==> src/rtl/dmem_arbiter.sv <==
// Two-master arbiter for the single-port DMem: round-robin with an m1 burst lock, zero-cycle
// request-to-memory path, one-cycle response; ready depends only on arbitration, never on responses.
module dmem_arbiter #(
   parameter int ADDR_W = 7,
   parameter int DATA_W = 32
) (
   input  logic              clk,
   input  logic              rst_,

   input  logic              m0_valid,
   output logic              m0_ready,
   input  logic              m0_we,
   input  logic [ADDR_W-1:0] m0_addr,
   input  logic [DATA_W-1:0] m0_wdata,
   output logic              m0_rsp_valid,
   output logic [DATA_W-1:0] m0_rdata,

   input  logic              m1_valid,
   output logic              m1_ready,
   input  logic              m1_we,
   input  logic [ADDR_W-1:0] m1_addr,
   input  logic [DATA_W-1:0] m1_wdata,
   output logic              m1_rsp_valid,
   output logic [DATA_W-1:0] m1_rdata,
   input  logic              m1_lock,

   output logic              mem_en,
   output logic              mem_we,
   output logic [ADDR_W-1:0] mem_addr,
   output logic [DATA_W-1:0] mem_wdata,
   input  logic [DATA_W-1:0] mem_rdata,

   output logic              busy
);

   logic prio_q,    prio_d;
   logic locked_q,  locked_d;
   logic pend_q,    pend_d;
   logic owner_q,   owner_d;
   logic rd_q,      rd_d;

   logic m0_elig, m1_elig;
   logic grant_m0, grant_m1;
   logic accept;

   // While locked only m1 may compete; prio_q breaks ties (1 = m1 favoured).
   always_comb begin
      m0_elig  = m0_valid && !locked_q;
      m1_elig  = m1_valid;
      grant_m1 = !rst_ && m1_elig && (!m0_elig || prio_q);
      grant_m0 = !rst_ && m0_elig && !grant_m1;
      accept   = grant_m0 || grant_m1;
   end

   assign m0_ready = grant_m0;
   assign m1_ready = grant_m1;

   always_comb begin
      mem_en    = 1'b0;
      mem_we    = 1'b0;
      mem_addr  = '0;
      mem_wdata = '0;
      if (grant_m1) begin
         mem_en    = 1'b1;
         mem_we    = m1_we;
         mem_addr  = m1_addr;
         mem_wdata = m1_wdata;
      end else if (grant_m0) begin
         mem_en    = 1'b1;
         mem_we    = m0_we;
         mem_addr  = m0_addr;
         mem_wdata = m0_wdata;
      end
   end

   always_comb begin
      prio_d   = prio_q;
      locked_d = locked_q;
      pend_d   = accept;
      owner_d  = owner_q;
      rd_d     = 1'b0;
      if (grant_m0) begin
         prio_d  = 1'b1;
         owner_d = 1'b0;
         rd_d    = !m0_we;
      end else if (grant_m1) begin
         prio_d  = 1'b0;
         owner_d = 1'b1;
         rd_d    = !m1_we;
      end
      // The lock is only taken on an m1 acceptance, but any cycle without m1_lock releases it.
      if (grant_m1 && m1_lock) begin
         locked_d = 1'b1;
      end else if (!m1_lock) begin
         locked_d = 1'b0;
      end
   end

   always_ff @(posedge clk) begin
      if (rst_) begin
         prio_q   <= 1'b0;
         locked_q <= 1'b0;
         pend_q   <= 1'b0;
         owner_q  <= 1'b0;
         rd_q     <= 1'b0;
      end else begin
         prio_q   <= prio_d;
         locked_q <= locked_d;
         pend_q   <= pend_d;
         owner_q  <= owner_d;
         rd_q     <= rd_d;
      end
   end

   // Write responses return zero data; the non-owner always sees zero.
   always_comb begin
      m0_rsp_valid = 1'b0;
      m1_rsp_valid = 1'b0;
      m0_rdata     = '0;
      m1_rdata     = '0;
      busy         = 1'b0;
      if (!rst_ && pend_q) begin
         busy = 1'b1;
         if (owner_q) begin
            m1_rsp_valid = 1'b1;
            m1_rdata     = rd_q ? mem_rdata : '0;
         end else begin
            m0_rsp_valid = 1'b1;
            m0_rdata     = rd_q ? mem_rdata : '0;
         end
      end
   end

   a_one_grant : assert property (@(posedge clk) !(m0_ready && m1_ready));
   a_lock_blocks_m0 : assert property (@(posedge clk) locked_q |-> !m0_ready);

endmodule
==> config.mk <==
export PLATFORM = sky130hd
export DESIGN_NAME = dmem_arbiter
export DESIGN_NICKNAME = d
export VERILOG_FILES = /design/src/rtl/dmem_arbiter.sv
export SDC_FILE = /design/constraint.sdc
export NUM_CORES = 1
export LEC_CHECK = 0
export ABC_AREA = 0
export BUFFER_PORTS_ARGS = -buffer_cell sky130_fd_sc_hd__buf_2
export CAP_MARGIN = 15
export CELL_PAD_IN_SITES_DETAIL_PLACEMENT = 0
export CELL_PAD_IN_SITES_GLOBAL_PLACEMENT = 1
export CORE_MARGIN = 1.5
export CORE_UTILIZATION = 11
export DETAILED_ROUTE_END_ITERATION = 7
export GPL_TIMING_DRIVEN = 0
export PLACE_DENSITY = 0.77
export SLEW_MARGIN = 5
export SYNTH_ARGS = -nofsm -noshare
export SYNTH_HDL_FRONTEND = slang
export SYNTH_SLANG_ARGS = --single-unit
==> constraint.sdc <==
create_clock -name clk -period 1.5 [get_ports clk]
set_input_delay 0.15 -clock clk [delete_from_list [all_inputs] [get_ports clk]]
set_output_delay 0.15 -clock clk [all_outputs]
set_load 0.01 [all_outputs]
After elaboration in Yosys (flattened, before gate mapping):

Index checks and enable logic that the tools add are counted.

* register bits after elaboration: 5
* output and inout bits: 110
* word-level logic and storage cells: 47

* equality and inequality tests: 1
* muxes and demuxes: 24
* reductions and logical operators: 17

Operator list (number)
* 2-to-1 mux 32 bit: 7
* 2-to-1 mux 1 bit: 15
* 2-to-1 mux 7 bit: 2
* logical AND 1 bit: 7
* logical NOT 1 bit: 6
* logical OR 1 bit: 2
* != test 2 x 1 -> 1 bit, second input constant: 1
* nonzero test 2 bit: 1
* OR reduction 2 bit: 1

Longest topological paths before layout:

* depth in word-level cells: 9
* mapped depth: 5

Worst setup path before layout:

Ideal clock, no wire load.

* path type: register to output
* from: reg prio_q
* to: out mem_addr[0]
* arrival time: 1374 ps
* data required time: 1350 ps
* setup slack: -24 ps
* stages on the path, launching flop included: 6
* buffers on the path: 2
* path through: dfxtp_1 -> or3b_1 -> and3_1 -> buf_2 -> buf_6 -> a22o_1

* word-level cells in the longest chain between the ends: 6

Ends and longest elaborated chain
* start, declared: RTL line 36 `logic prio_q, prio_d;`
* start signal, assigned: RTL line 107 `prio_q <= prio_d;`
* logical OR 1 bit *: RTL line 50 `grant_m1 = !rst_ && m1_elig && (!m0_elig || prio_q);`
* logical AND 1 bit *: RTL line 50
* named net m1_ready: RTL line 19 `output logic m1_ready,`
* logical NOT 1 bit: RTL line 51 `grant_m0 = !rst_ && m0_elig && !grant_m1;`
* logical AND 1 bit: RTL line 51
* 2-to-1 mux 7 bit: RTL line 68 `end else if (grant_m0) begin`
* 2-to-1 mux 7 bit *: RTL line 63 `if (grant_m1) begin`
* end, declared: RTL line 29 `output logic [ADDR_W-1:0] mem_addr,`

The timed path passes the listed nets; every way through them passes the cells marked *.

Final worst setup path:

* from: reg locked_q
* to: out mem_addr[0]

* word-level cells in the longest chain between the ends: 9

Ends and longest elaborated chain
* start, declared: RTL line 37 `logic locked_q, locked_d;`
* start signal, assigned: RTL line 108 `locked_q <= locked_d;`
* logical NOT 1 bit *: RTL line 48 `m0_elig = m0_valid && !locked_q;`
* logical AND 1 bit *: RTL line 48
* logical NOT 1 bit: RTL line 50
* logical OR 1 bit: RTL line 50
* logical AND 1 bit: RTL line 50
* logical NOT 1 bit: RTL line 51
* logical AND 1 bit: RTL line 51
* 2-to-1 mux 7 bit: RTL line 68
* 2-to-1 mux 7 bit *: RTL line 63

Mark *: on every way between the ends. The rest lies on a longest branch, timed or not.

==> run metrics <==
status finished, violations left; failing checks negative setup slack; Tcrit/Tclk final 120%; Setup violations, final 41; Area after DPL 0.00234 mm^2; post-synthesis register bit count 5; Min-Delay Startpoint m1_lock; final std cells w/o fill 549; synth unique cells 16; Worst Reg-to-Reg Cells 5; total global routing overflow 0; setup TNS -11.05 ns; Req. time, crit path ~1.4 ns; PwrDens between 300 and 400 mW/mm^2; share of layout cells above drive strength 1 63.3%; Lkg Pwr 1.61 nW; Die ar. a little over 0.01 mm^2; Hold Path Class primary input to flop; # rows 35; largest net degree at the start of global routing 11; diode count 0; kind of critical path flop to output port; Root Driver clkbuf_8; clock power share 23.0%; Pins Over Slew Limit 0; final wirelength 7140 um; CP endpoint kind output port; worst rel slew slack between 80% and 90%; Worst Tran Pin Value around 0.18 ns; most common cell after layout, fill and taps aside buf_2; Psw 372 uW; RSZ-0062 raised after global routing yes; Initial Utilization 11.3%; PortBufs between 200 and 250; routability congestion estimate a little under 0.8; Setup WS post-layout -0.297 ns; crit path launch type flop; register share of total power 14.7%; Via density 3.98; cell area after synthesis 0.00105 mm^2; min Tclk post-route 1.80 ns; Clock Tree Buf Depth 2; CTS Sinks 5; syn nets 299; DRT Pass-1 Iters 4; initial drt markers 28; wire per inst between 10 and 15 um; WHS Endpoint locked_q; sequential-to-total area share from yosys stat 9.57%; initial antenna violation count 0; DRT antenna net count 0; P&R area growth vs syn 154%; Hold Violations, Final 0; sw frac 35.8%; Int Power 667 uW; vias 2185; Die W a little over 100 um; R2R setup slack 0.01 ns; drt drc 0; clk_skew 0.00173 ns; post-synthesis cell count 182; first-pass GRT wire length 9910 um; Num CTS Buffers 3; cts hold-fix bufs 0; cell area after layout about 0.0027 mm^2; combinational share of power 62.2%; I/O pins 227; CP Data Arrival Time between 1.5 and 2 ns; Placed Cells 537; total track usage 12.6%; Avg Inst Size Synth about 5.7 um^2; Max Clock Freq 556 MHz; core area 0.00924 mm^2; Total Power about 1.0 mW; DPL Wire Length 6240 um; CTS tree done; vias in the first global route between 2000 and 2500; clk_lat worst skew 0.22 ns; reg2reg start locked_q; fin nets approximately 540; most frequent cells in the layout 217 x buf_2, 64 x nor2_1, 41 x a22o_1, 33 x nand2_1, 20 x buf_6; maximum fanout along the worst path 10; H-tree level count 1; Worst VDD drop about 190 uV; max_cap viols 0; r2r endpoint owner_q; CTS clk-pin slew, worst paths 0.03 ns; Syn. warnings 0; chip height 101 um; cell depth of the worst hold path 2
power by group through the flow:
stage	sequential (mW)	combinational (mW)	clock [mW]
5_1_grt	0.156	0.702	0.259
2_1_floorplan	0.150	0.259	0
3_5_place_dp	0.155	0.564	0
3_3_place_gp	0.154	0.559	0
6_report	0.153	0.647	0.239
4_1_cts	0.153	0.625	0.247
metrics by stage:
| stage | hold WS (ns) | setup slack [ns] | utilization (%) |
|---|---|---|---|
| after floorplan | 0.219 | 0.00510 | - |
| after global placement | 0.392 | -0.221 | 25.4 |
| after detailed placement | 0.393 | -0.258 | 25.4 |
| after CTS | 0.169 | -0.327 | 27.7 |
| after global routing | 0.189 | -0.339 | 28.7 |
| final | 0.171 | -0.297 | 28.7 |
state kept, by name (all words and copies together), names as in the netlist:
signal	count
locked_q	1
owner_q	1
pend_q	1
prio_q	1
rd_q	1
layer usage:
layer	track usage (%)	share of wire, %	vias up
li1	-	-	1094
met1	12.6	35	943
met2	26.7	56	146
met3	2.50	8.9	2
met4	1.41	0.45	0
met5	0	0	-
logic make-up (layout without fill, tap and decap cells):
family	Yosys count	count (layout)	synth area share, %
flops	5	5	9.57
simple gates	103	104	38.4
buf+inv	26	263	12.8
compound gates	48	48	39.2
what timing repair did:
item,CTS,global route
setup endpoints to repair,108,98
setup buffers,3,4
resized for setup,49,21
pin swaps,7,5
gates cloned,3,0
worst max-delay path, cell delays in order, from the launching register on:
cell and delay (ns):
dfxtp_2 0.31, or3b_4 0.41, and3_4 0.23, buf_8 0.15
a22o_1 0.20, buf_6 0.13
synthesized netlist by cell type:
cell type	n	area, um^2
nor2_1	64	240
a211oi_2	1	12.5
or3b_1	1	8.76
buf_6	4	45.0
a21oi_1	4	20.0
nand2_1	34	128
o211a_1	1	10.0
a31o_1	1	8.76
inv_1	7	26.3
and3_1	1	6.26
dfxtp_1	5	100
clkbuf_1	10	37.5
nand2b_1	2	12.5
buf_2	5	25.0
a22o_1	41	359
nor2b_1	1	6.26
final cells by class:
class	count	area (um^2)
Buffer	17	179
Clock buffer	4	45.0
Fill cell	1040	6590
Inverter	7	26.3
Multi-Input combinational cell	152	868
Sequential cell	5	106
Tap cell	129	161
Timing Repair Buffer	235	1270
worst max-delay path by stage:
| stage | start | to | slack (ns) |
|---|---|---|---|
| 2_1_floorplan | prio_q | mem_addr[0] | 0.005 |
| 3_3_place_gp | locked_q | mem_wdata[28] | -0.22 |
| 3_5_place_dp | locked_q | mem_wdata[28] | -0.26 |
| 4_1_cts | prio_q | mem_wdata[28] | -0.33 |
| 5_1_grt | locked_q | mem_wdata[15] | -0.34 |
| 6_report | locked_q | mem_addr[0] | -0.30 |
Power figures use the tool's default switching activity.
